[src/rtl/store_sequencer.sv]
// Store sequencer: turns word (SW) and byte (SB) store requests into memory
// write transactions, using read-modify-write for byte stores.
module store_sequencer #(
  parameter int ADDR_W = 32
) (
  input  logic              clk,
  input  logic              reset,
  input  logic              st_req,
  input  logic              st_byte,
  input  logic [ADDR_W-1:0] st_addr,
  input  logic [31:0]       st_data,
  output logic              st_busy,
  output logic              st_done,
  output logic              st_err,
  output logic [ADDR_W-1:0] mem_addr,
  output logic              mem_rd,
  output logic              mem_wr,
  output logic [31:0]       mem_wdata,
  input  logic [31:0]       mem_rdata,
  input  logic              mem_ready
);

  typedef enum logic [1:0] {
    IDLE = 2'd0,
    RD   = 2'd1,
    WR   = 2'd2,
    DONE = 2'd3
  } state_t;

  state_t            state_q, state_d;
  logic [1:0]        lane_q, lane_d;
  logic [7:0]        byte_data_q, byte_data_d;
  logic              st_busy_q, st_busy_d;
  logic              st_done_q, st_done_d;
  logic              st_err_q, st_err_d;
  logic [ADDR_W-1:0] mem_addr_q, mem_addr_d;
  logic              mem_rd_q, mem_rd_d;
  logic              mem_wr_q, mem_wr_d;
  logic [31:0]       mem_wdata_q, mem_wdata_d;
  logic [31:0]       merged;

  // Replace only the addressed little-endian byte lane of the read word.
  always_comb begin
    merged = mem_rdata;
    case (lane_q)
      2'd0: merged[7:0]   = byte_data_q;
      2'd1: merged[15:8]  = byte_data_q;
      2'd2: merged[23:16] = byte_data_q;
      default: merged[31:24] = byte_data_q;
    endcase
  end

  always_comb begin
    state_d     = state_q;
    lane_d      = lane_q;
    byte_data_d = byte_data_q;
    st_busy_d   = st_busy_q;
    st_done_d   = 1'b0;
    st_err_d    = 1'b0;
    mem_addr_d  = mem_addr_q;
    mem_rd_d    = mem_rd_q;
    mem_wr_d    = mem_wr_q;
    mem_wdata_d = mem_wdata_q;
    case (state_q)
      IDLE: begin
        if (st_req) begin
          lane_d      = st_addr[1:0];
          byte_data_d = st_data[7:0];
          st_busy_d   = 1'b1;
          mem_addr_d  = {st_addr[ADDR_W-1:2], 2'b00};
          if (st_byte) begin
            state_d  = RD;
            mem_rd_d = 1'b1;
          end else if (st_addr[1:0] != 2'b00) begin
            // Misaligned word store completes with an error and never touches memory.
            state_d   = DONE;
            st_done_d = 1'b1;
            st_err_d  = 1'b1;
          end else begin
            state_d     = WR;
            mem_wr_d    = 1'b1;
            mem_wdata_d = st_data;
          end
        end
      end
      RD: begin
        if (mem_ready) begin
          state_d     = WR;
          mem_rd_d    = 1'b0;
          mem_wr_d    = 1'b1;
          mem_wdata_d = merged;
        end
      end
      WR: begin
        if (mem_ready) begin
          state_d   = DONE;
          mem_wr_d  = 1'b0;
          st_done_d = 1'b1;
        end
      end
      DONE: begin
        state_d   = IDLE;
        st_busy_d = 1'b0;
      end
      default: begin
        state_d   = IDLE;
        st_busy_d = 1'b0;
        mem_rd_d  = 1'b0;
        mem_wr_d  = 1'b0;
      end
    endcase
  end

  always_ff @(posedge clk) begin
    if (reset) begin
      state_q     <= IDLE;
      lane_q      <= 2'd0;
      byte_data_q <= 8'd0;
      st_busy_q   <= 1'b0;
      st_done_q   <= 1'b0;
      st_err_q    <= 1'b0;
      mem_addr_q  <= '0;
      mem_rd_q    <= 1'b0;
      mem_wr_q    <= 1'b0;
      mem_wdata_q <= 32'd0;
    end else begin
      state_q     <= state_d;
      lane_q      <= lane_d;
      byte_data_q <= byte_data_d;
      st_busy_q   <= st_busy_d;
      st_done_q   <= st_done_d;
      st_err_q    <= st_err_d;
      mem_addr_q  <= mem_addr_d;
      mem_rd_q    <= mem_rd_d;
      mem_wr_q    <= mem_wr_d;
      mem_wdata_q <= mem_wdata_d;
    end
  end

  assign st_busy   = st_busy_q;
  assign st_done   = st_done_q;
  assign st_err    = st_err_q;
  assign mem_addr  = mem_addr_q;
  assign mem_rd    = mem_rd_q;
  assign mem_wr    = mem_wr_q;
  assign mem_wdata = mem_wdata_q;

endmodule

[config.mk]
export PLATFORM = sky130hd
export DESIGN_NAME = store_sequencer
export DESIGN_NICKNAME = d
export VERILOG_FILES = /design/src/rtl/store_sequencer.sv
export SDC_FILE = /design/constraint.sdc
export NUM_CORES = 1
export LEC_CHECK = 0
export CORE_UTILIZATION = 39
export DETAILED_ROUTE_END_ITERATION = 8
export PLACE_DENSITY = 0.87
export RECOVER_POWER = 25
export SYNTH_ARGS = -nofsm -noshare
export SYNTH_HDL_FRONTEND = slang
export SYNTH_SLANG_ARGS = --single-unit
[constraint.sdc]
create_clock -name clk -period 1.8 [get_ports clk]
set_clock_uncertainty 0.1 [all_clocks]
set_input_delay 0.54 -clock clk [delete_from_list [all_inputs] [get_ports clk]]
set_output_delay 0.54 -clock clk [all_outputs]
set_load 0.005 [all_outputs]
==> results of run 1 <==
how the worst max path moves through the flow:
stage                                 start                          to  slack (ns)
finish                            mem_ready     state_q[0]$_SDFFE_PP0P_        0.06
detailed placement                   st_req  mem_wdata[18]$_SDFFE_PP0P_       -0.43
CTS                 state_q[0]$_SDFFE_PP0P_     state_q[0]$_SDFFE_PP0P_        0.02
global placement                 st_addr[1]  mem_wdata[29]$_SDFFE_PP0P_       -0.35
global route        state_q[0]$_SDFFE_PP0P_     state_q[0]$_SDFFE_PP0P_       0.005
floorplan           state_q[1]$_SDFFE_PP0P_     state_q[0]$_SDFFE_PP0P_        0.09
power by group:
part	switching (mW)	internal, mW	total (mW)
logic	2.31	2.18	4.49
registers	0.315	2.26	2.58
clock network	0.669	0.820	1.49
total	3.30	5.26	8.56
cell usage after synthesis, types with 2 or more instances:
master / n / area share (%)
o32ai_1: 3 / 0.65
clkbuf_1: 21 / 1.9
nor2_1: 5 / 0.46
buf_4: 2 / 0.37
ha_1: 5 / 1.5
and2_1: 2 / 0.31
nand2_1: 116 / 11
buf_2: 12 / 1.5
nor3_1: 2 / 0.25
a21oi_1: 75 / 9.2
mux2i_1: 17 / 4.2
o32ai_2: 29 / 12
o311a_1: 9 / 2.2
o21ai_0: 14 / 1.7
dfxtp_1: 79 / 39
nand2b_1: 25 / 3.9
inv_1: 14 / 1.3
nor2b_1: 5 / 0.77
buf_6: 7 / 1.9
and3_1: 9 / 1.4
a211oi_1: 9 / 1.7
clkbuf_2: 3 / 0.37
clkinv_1: 2 / 0.18
state kept, by name, summed over array words and instances (netlist names):
| register | flops |
|---|---|
| mem_wdata | 32 |
| st_busy | 1 |
| mem_rd | 1 |
| st_err | 1 |
| mem_wr | 1 |
| byte_data_q | 8 |
| mem_addr | 30 |
| state_q | 2 |
| st_done | 1 |
| lane_q | 2 |
critical path, cell delays in order:
cell and delay (ns):
clkdlybuf4s50_1 0.53, o21ba_2 0.18, or4_1 0.50, a21oi_1 0.16
what timing repair did:
action                                  in CTS  in global routing
gates resized for setup                    107                 10
buffers inserted                             4                  0
pin swaps                                    0                  1
endpoints found under the setup margin     127                 32
cells by family after synthesis:
kind of cell / share of synthesized area [%]
adder cells (fa/ha/maj): 1.54
flip-flops: 38.9
AND/OR/NAND/NOR: 19.4
buffers and inverters: 7.58
multiplexers: 4.19
AO/OA/AOI/OAI: 28.2
other: 0.0923
routing by layer:
layer | track usage (%) | vias up
met5 | 0 | -
met4 | 10.7 | 0
met3 | 7.14 | 29
met2 | 40.2 | 216
li1 | - | 2005
met1 | 27.6 | 1940
area by class of cell:
type / instances / area (um2) / area share (%)
inverters: 16 / 60.1 / 0.968
flip-flops and latches: 79 / 1600 / 25.8
clock buffers: 11 / 141 / 2.28
multi-input cells: 339 / 2230 / 35.9
clock inverters: 5 / 81.3 / 1.31
well taps: 133 / 166 / 2.68
repair buffers: 203 / 1930 / 31.0
==> metrics.csv, run 1 <==
stage;metric;value;unit
yosys;ys.flop_type;dfxtp_1;
yosys;syn_area;4060;um2
finish;nets;754;
drt;wl;12.9;mm
drt;wl_met3;1.20;mm
timing;fmax;0.575;GHz
cts;cts.sinks;79;
yosys;synthCells;478;
floorplan;die_w;104;um
setup_path;critPathKind;in -> reg;
placed_design;gp_congestion;0.842;
cts;root_buffer;clkbuf_8;
cts;path_clk_slew;0.08;ns
yosys;synth_cell_types;36;
floorplan;coreArea;9950;um2
timing;final.setup.worst_slack;0.0622;ns
cts;h-tree-depth;3;
cts;cts_hold_buf;0;
power;powerDensity;1380;nW/um2
global_routing;grt_first_pass_wirelength;20.8;mm
setup_path;path_max_fanout;4;
global_routing;groute.usage.overall;23.8;%
cts;cts_tree;built;
placed_design;post-dp-hpwl;9.27;mm
drt;drt-met1-wl;5.19;mm
timing;setup_viol;0;
setup_path;crit_required;1.97;ns
setup_path;worstRegToRegCells;5;
finish;layout-drive-gt1-share;16.4;%
finish;final_cell_area;6200;um2
yosys;synth_edf_count;0;
floorplan;initial_core_util;40.8;%
power;leakagePower;2.56;nW
setup_path;startpoint_type;input pin;
power;finalPower;8.56;mW
global_routing;grt_pass1_vias;4243;
finish;final_util;62.3;%
cts;clock_path_buffers;2;
yosys;ys_warn_count;0;
drt;drt_pass1_iterations;5;
finish;nFillCells;823;
setup_path;r2r_slack;0.07;ns
floorplan;die_area;10800;um2
worst_hold_path;hold_depth;2;
floorplan;fp.dieH;104;um
worst_hold_path;hold_end;mem_addr[25]$_SDFFE_PP0P_;
global_routing;grt_max_degree;46;
floorplan;num_rows;36;
timing;post-route-period-util;96.5;%
drt;drc;0;
finish;mostFrequentLayoutCell;nand2_1;
finish;mostFrequentLayoutCells;116 x nand2_1, 95 x clkdlybuf4s50_1, 75 x a21oi_1;
power;max-vdd-ir-drop;0.620;mV
drt;wl_per_cell;16.4;um
timing;rsz0062_at_grt;no;
drt;postRouteAntennaNets;0;
cts;numCtsBuffers;9;
drt;via_per_inst;5.33;
floorplan;pin_count;170;
worst_hold_path;worstHoldStart;mem_addr[25]$_SDFFE_PP0P_;
setup_path;crit-reg2reg-capture;state_q[0]$_SDFFE_PP0P_;
drt;vias;4190;
global_routing;gr-total-overflow;0;
timing;report.final.slew_viol_count;0;
run;drv_cap;0;
setup_path;reg2reg_from;state_q[0]$_SDFFE_PP0P_;
finish;syn_to_final_growth;52.7;%
yosys;ys_ff_latch;79;
yosys;synth_async_sr_flop_share;0;%
yosys;yosysSeqAreaShare;38.9;%
placed_design;io_buffer_count;167;
timing;timing.hold.ws;0.355;ns
setup_path;end_kind;flop;
worst_hold_path;hp-class;reg -> reg;
drt;met2RoutedLength;6.16;mm
drt;drtIter0Drc;236;
placed_design;dp.cells;766;
timing;hold_viol_final;0;
placed_design;dp_slack;-0.430;ns
cts;worstSkewPairLatency;0.35;ns
drt;routed.top_layer;met4;
placed_design;placement.cell_area;5960;um2
finish;n_antenna_cell;0;
yosys;syn_avg_cell_area;8.50;um2
timing;tns;0;ns
finish;fin_cells;786;
setup_path;arrival;1.91;ns
status;status;complete, no violations;
timing;fin_crit;1.74;ns
global_routing;antenna_found_initial;0;
Note: power is estimated with default switching activity, not from simulation.
==> inputs of run 2 (changes only) <==
Settings changed: CELL_PAD_IN_SITES_DETAIL_PLACEMENT from default to 1, CELL_PAD_IN_SITES_GLOBAL_PLACEMENT from default to 2, CORE_UTILIZATION 39 to 21, HOLD_SLACK_MARGIN from default to 0.1, PLACE_DENSITY 0.87 to 0.85.
==> run 2 against run 1 <==
Effect of this change:
- non-clock buffer count increased by 6
- clock power increased by 28%
- sequential power about the same
- die area increased by 84%
- routed wire length increased by 26%
- worst setup slack got worse by 0.062 ns
- global-route usage decreased by 8.2 points
==> metrics.csv, run 2 (same netlist as run 1, synthesis figures left out) <==
stage;metric;value;unit;change
cts;path_clk_slew;0.06;ns;was 0.08 ns
worst_hold_path;worstHoldStart;mem_addr[14]$_SDFFE_PP0P_;;was mem_addr[25]$_SDFFE_PP0P_
finish;mostFrequentLayoutCell;nand2_1;;unchanged
global_routing;gr-total-overflow;0;;unchanged
timing;hold_viol_final;0;;unchanged
drt;drtIter0Drc;109;;was 236
global_routing;groute.usage.overall;15.6;%;was 23.8%
setup_path;path_max_fanout;8;;was 4
status;status;complete, no violations;;unchanged
cts;cts_tree;built;;unchanged
setup_path;r2r_slack;0.03;ns;was 0.07 ns
global_routing;grt_first_pass_wirelength;23.8;mm;was 20.8 mm
setup_path;end_kind;flop;;unchanged
cts;root_buffer;clkbuf_16;;was clkbuf_8
drt;wl_per_cell;17.7;um;was 16.4 um
worst_hold_path;hold_end;mem_addr[14]$_SDFFE_PP0P_;;was mem_addr[25]$_SDFFE_PP0P_
power;powerDensity;1440;nW/um2;was 1380 nW/um2
setup_path;reg2reg_from;state_q[1]$_SDFFE_PP0P_;;was state_q[0]$_SDFFE_PP0P_
floorplan;die_w;141;um;was 104 um
drt;postRouteAntennaNets;0;;unchanged
timing;tns;0;ns;unchanged
power;leakagePower;2.66;nW;was 2.56 nW
finish;layout-drive-gt1-share;15.9;%;was 16.4%
cts;h-tree-depth;3;;unchanged
drt;wl;16.3;mm;was 12.9 mm
cts;clock_path_buffers;2;;unchanged
global_routing;grt_max_degree;32;;was 46
cts;numCtsBuffers;9;;unchanged
drt;drt_pass1_iterations;4;;was 5
worst_hold_path;hold_depth;2;;unchanged
placed_design;post-dp-hpwl;11.6;mm;was 9.27 mm
global_routing;grt_pass1_vias;4435;;was 4243
finish;final_util;35.0;%;was 62.3%
placed_design;gp_congestion;0.795;;was 0.842
timing;report.final.slew_viol_count;0;;unchanged
setup_path;startpoint_type;input pin;;unchanged
timing;post-route-period-util;100;%;was 96.5%
finish;nets;760;;was 754
setup_path;crit_required;1.95;ns;was 1.97 ns
timing;fmax;0.556;GHz;was 0.575 GHz
setup_path;crit-reg2reg-capture;mem_wdata[22]$_SDFFE_PP0P_;;was state_q[0]$_SDFFE_PP0P_
finish;fin_cells;919;;was 786
placed_design;io_buffer_count;167;;unchanged
floorplan;num_rows;50;;was 36
drt;drc;0;;unchanged
finish;multiInputGateArea;2260;um2;was 2230 um2
finish;n_antenna_cell;0;;unchanged
floorplan;pin_count;170;;unchanged
drt;vias;4246;;was 4190
placed_design;dp.cells;895;;was 766
finish;largest_reg_flops;32;;unchanged
global_routing;antenna_found_initial;0;;unchanged
cts;cts.sinks;79;;unchanged
timing;setup_viol;0;;unchanged
timing;fin_crit;1.80;ns;was 1.74 ns
power;finalPower;9.45;mW;was 8.56 mW
setup_path;critPathKind;in -> reg;;unchanged
finish;register_area;1590;um2;was 1600 um2
worst_hold_path;hp-class;reg -> reg;;unchanged
floorplan;initial_core_util;21.6;%;was 40.8%
cts;worstSkewPairLatency;0.34;ns;was 0.35 ns
cts;cts_hold_buf;0;;unchanged
run;drv_cap;0;;unchanged
floorplan;die_area;19900;um2;was 10800 um2
finish;mostFrequentLayoutCells;116 x nand2_1, 94 x clkdlybuf4s50_1, 75 x a21oi_1;;was 116 x nand2_1, 95 x clkdlybuf4s50_1, 75 x a21oi_1
setup_path;worstRegToRegCells;6;;was 5
drt;via_per_inst;4.62;;was 5.33
finish;syn_to_final_growth;62.1;%;was 52.7%
power;max-vdd-ir-drop;0.460;mV;was 0.620 mV
setup_path;arrival;1.95;ns;was 1.91 ns
timing;timing.hold.ws;0.356;ns;was 0.355 ns
finish;nFillCells;2209;;was 823
floorplan;coreArea;18800;um2;was 9950 um2
floorplan;fp.dieH;141;um;was 104 um
==> run 2: cell types whose count changed in the layout (fill, tap and decap cells not counted), moves of 3 or more <==
cell	previous run	this run
clkbuf_16	0	13
o32ai_4	0	3
dfxtp_2	14	7
clkbuf_8	10	1
o32ai_2	30	27
dfxtp_1	64	71
==> run 2: cell type report <==
class	instances	share of cell area, %
repair buffers	209	30.9
clock inverters	5	0.874
well taps	260	4.94
clock buffers	11	3.69
multi-input cells	339	34.4
flip-flops and latches	79	24.2
inverters	16	0.969
==> run 2: worst max path at each step <==
stage                                      end  cells after the start                    start  slack [ns]
floorplan              state_q[0]$_SDFFE_PP0P_                      6  state_q[1]$_SDFFE_PP0P_        0.09
global placement    mem_wdata[31]$_SDFFE_PP0P_                      6               st_addr[1]       -0.39
detailed placement   mem_wdata[0]$_SDFFE_PP0P_                      6               st_addr[1]       -0.44
CTS                 mem_wdata[29]$_SDFFE_PP0P_                      6                   st_req       0.001
global route        mem_wdata[27]$_SDFFE_PP0P_                      7               st_addr[0]       -0.01
finish              mem_wdata[27]$_SDFFE_PP0P_                      7               st_addr[0]      0.0002
==> run 2: critical path, cell delays in order <==
cell and delay (ns):
dlygate4sd2_1 0.26, nor4b_4 0.26, buf_4 0.19, o21ai_4 0.06, buf_4 0.16, clkbuf_16 0.17, o32ai_2 0.30
==> run 2: repair_timing <==
action | 4_1_cts | 5_1_grt
pin swaps | 0 | 4
cloned | 0 | 4
setup endpoints to repair | 104 | 29
gates resized for setup | 93 | 14
setup buffers | 2 | 2
==> run 2: report_power, final <==
group          switching (mW)  total (mW)  internal [mW]
sequential              0.351        2.60           2.25
combinational            2.55        4.94           2.39
clock                   0.791        1.91           1.11
total                    3.69        9.45           5.76
==> run 2: per-stage QoR <==
step                area [um2]  setup WS [ns]
finish                    6590       0.000228
global route              6590        -0.0114
detailed placement        6140         -0.444
global placement          6140         -0.389
CTS                       6400        0.00109
floorplan                 4070         0.0874
==> run 2: routing by layer <==
metal | GRT usage, % | wire, um | part of all wire (%)
met1 | 17.7 | 6740 | 41
met2 | 27.0 | 7930 | 49
met3 | 5.13 | 1270 | 7.8
met4 | 5.66 | 326 | 2.0
met5 | 0 | 0 | 0
==> inputs of run 3 (changes only) <==
Settings changed: CORE_MARGIN from default to 4.
==> run 3 against run 2 <==
Effect of this change:
- global-route usage is 0.95 points lower
- power decreased by 0.69%
- core utilization down 0.30 points
- hold slack worse by 0.0023 ns
- flip-flop and latch count unchanged
- cell area fell by 0.53%
- count of clock-buffer cells in the layout did not move
- clock power about the same
- first-iteration DRC count rose by 22%
- sequential power about the same
- sequential share of layout area about the same
- critical endpoint is now state_q[0]$_SDFFE_PP0P_
==> metrics.csv, run 3 (same netlist as run 1, synthesis figures left out) <==
stage;metric;value;unit;change
cts;cts_tree;built;;unchanged
setup_path;crit_required;1.96;ns;was 1.95 ns
setup_path;end_kind;flop;;unchanged
finish;final_util;34.7;%;was 35.0%
setup_path;path_cells;inv_2 -> ha_2 -> buf_4 -> o21ba_2 -> or4_4 -> a21oi_1;;was dlygate4sd2_1 -> nor4b_4 -> buf_4 -> o21ai_4 -> buf_4 -> clkbuf_16 -> o32ai_2
drt;drtIter0Drc;133;;was 109
global_routing;grt_first_pass_wirelength;25.3;mm;was 23.8 mm
placed_design;post-dp-hpwl;12.0;mm;was 11.6 mm
setup_path;critical-path-top-delay-family;simple AND/OR/NAND/NOR gates;;was buffers and inverters
setup_path;slowest_stage;or4_4;;was o32ai_2
cts;cts_hold_buf;0;;unchanged
run;drv_cap;0;;unchanged
timing;rsz0062_at_grt;yes;;
floorplan;coreArea;18900;um2;was 18800 um2
global_routing;gr-total-overflow;0;;unchanged
global_routing;antenna_found_initial;2;;was 0
worst_hold_path;hold_end;mem_addr[13]$_SDFFE_PP0P_;;was mem_addr[14]$_SDFFE_PP0P_
drt;postRouteAntennaNets;0;;unchanged
cts;cts.sinks;79;;unchanged
placed_design;dp_slack;-0.452;ns;was -0.444 ns
cts;cts_setup_buffers;0;;was 2
setup_path;critPathKind;reg -> reg;;was in -> reg
cts;path_clk_slew;0.07;ns;was 0.06 ns
drt;drc;0;;unchanged
cts;worstSkewPairLatency;0.34;ns;about the same
status;status;complete, no violations;;unchanged
finish;layout-drive-gt1-share;15.9;%;about the same
timing;post-route-period-util;97.7;%;was 100%
power;leakagePower;2.64;nW;was 2.66 nW
floorplan;die_area;21600;um2;was 19900 um2
cts;clock_path_buffers;2;;unchanged
global_routing;groute.usage.overall;14.6;%;was 15.6%
finish;syn_to_final_growth;61.3;%;was 62.1%
finish;mostFrequentLayoutCell;nand2_1;;unchanged
setup_path;startpoint_type;flop;;was input pin
floorplan;fp.dieH;147;um;was 141 um
timing;fmax;0.569;GHz;was 0.556 GHz
drt;wl_per_cell;18.0;um;was 17.7 um
finish;multiInputGateArea;2240;um2;was 2260 um2
worst_hold_path;worstHoldStart;mem_addr[13]$_SDFFE_PP0P_;;was mem_addr[14]$_SDFFE_PP0P_
global_routing;grt_pass1_vias;4562;;was 4435
timing;report.final.slew_viol_count;0;;unchanged
floorplan;pin_count;170;;unchanged
finish;n_antenna_cell;0;;unchanged
setup_path;crit_buf_inv;2;;was 4
drt;drt_pass1_iterations;4;;unchanged
drt;via_per_inst;4.59;;was 4.62
timing;hold_viol_final;0;;unchanged
cts;numCtsBuffers;9;;unchanged
placed_design;io_buffer_count;167;;unchanged
finish;largest_reg_flops;32;;unchanged
setup_path;slowest_delay;0.50;ns;was 0.30 ns
worst_hold_path;hp-class;reg -> reg;;unchanged
finish;mostFrequentLayoutCells;115 x nand2_1, 95 x clkdlybuf4s50_1, 75 x a21oi_1;;was 116 x nand2_1, 94 x clkdlybuf4s50_1, 75 x a21oi_1
power;powerDensity;1430;nW/um2;was 1440 nW/um2
setup_path;path_max_fanout;4;;was 8
timing;final.setup.worst_slack;0.0415;ns;was 0.000228 ns
setup_path;r2r_slack;0.04;ns;was 0.03 ns
global_routing;grt_max_degree;42;;was 32
placed_design;gp_congestion;0.779;;was 0.795
cts;h-tree-depth;3;;unchanged
placed_design;dp.cells;897;;was 895
floorplan;num_rows;50;;unchanged
cts;root_buffer;clkbuf_16;;unchanged
finish;nFillCells;2249;;was 2209
timing;timing.hold.ws;0.353;ns;was 0.356 ns
floorplan;die_w;147;um;was 141 um
worst_hold_path;hold_depth;2;;unchanged
finish;nets;757;;was 760
setup_path;crit-reg2reg-capture;state_q[0]$_SDFFE_PP0P_;;was mem_wdata[22]$_SDFFE_PP0P_
power;max-vdd-ir-drop;0.480;mV;was 0.460 mV
timing;fin_crit;1.76;ns;was 1.80 ns
drt;wl;16.5;mm;was 16.3 mm
setup_path;reg2reg_from;state_q[1]$_SDFFE_PP0P_;;unchanged
timing;setup_viol;0;;unchanged
floorplan;initial_core_util;21.5;%;was 21.6%
setup_path;arrival;1.92;ns;was 1.95 ns
setup_path;worstRegToRegCells;6;;unchanged
finish;fin_cells;916;;was 919
drt;vias;4203;;was 4246
finish;register_area;1590;um2;about the same
[run 3: worst max path at each step]
stage                                  to  slack (ns)  cells past startpoint                    start
2_1_floorplan     state_q[0]$_SDFFE_PP0P_        0.09                      6  state_q[1]$_SDFFE_PP0P_
4_1_cts           state_q[0]$_SDFFE_PP0P_        0.01                      5  state_q[0]$_SDFFE_PP0P_
3_5_place_dp    mem_wdata[2]$_SDFFE_PP0P_       -0.45                      6               st_addr[1]
6_report          state_q[0]$_SDFFE_PP0P_        0.04                      6  state_q[1]$_SDFFE_PP0P_
5_1_grt                st_done$_SDFF_PP0_       -0.02                      6  state_q[0]$_SDFFE_PP0P_
3_3_place_gp   mem_wdata[30]$_SDFFE_PP0P_       -0.39                      6               st_addr[1]
[run 3: stage by stage]
step                      instance area (um2)  total power [mW]  setup TNS [ns]
after floorplan                          4070              5.25               0
after global placement                   6160              7.24          -19.86
after detailed placement                 6160              7.45          -23.29
after CTS                                6470              9.29               0
after global routing                     6550              10.0         -0.0165
final                                    6550              9.38               0
[run 3: worst register-to-register path, cell delays in order, from the launching register on]
cell     delay, ns
dfxtp_2       0.34
inv_2         0.05
ha_2          0.17
buf_4         0.15
o21ba_2       0.20
or4_4         0.50
a21oi_1       0.16
[run 3: layout make-up]
cell class	count	share of cell area, %
multi-input combinational	339	34.2
clock buffer	11	3.71
sequential	79	24.2
timing repair buffer	206	30.9
tap	260	4.97
inverter	16	0.974
clock inverter	5	0.993
[run 3: layer usage]
metal	global-route usage (%)	part of all wire, %
met1	17.4	42
met2	24.5	48
met3	6.01	8.4
met4	3.91	1.5
met5	0	0.14
[run 3: power breakdown]
| part | internal [mW] | switching [mW] |
|---|---|---|
| registers | 2.24 | 0.326 |
| clock network | 1.13 | 0.790 |
| logic | 2.36 | 2.54 |
[run 3: repair_timing]
action | 4_1_cts | 5_1_grt
setup endpoints to repair | 130 | 27
resized for setup | 92 | 13
gates cloned | 1 | 2
pin swaps | 2 | 2
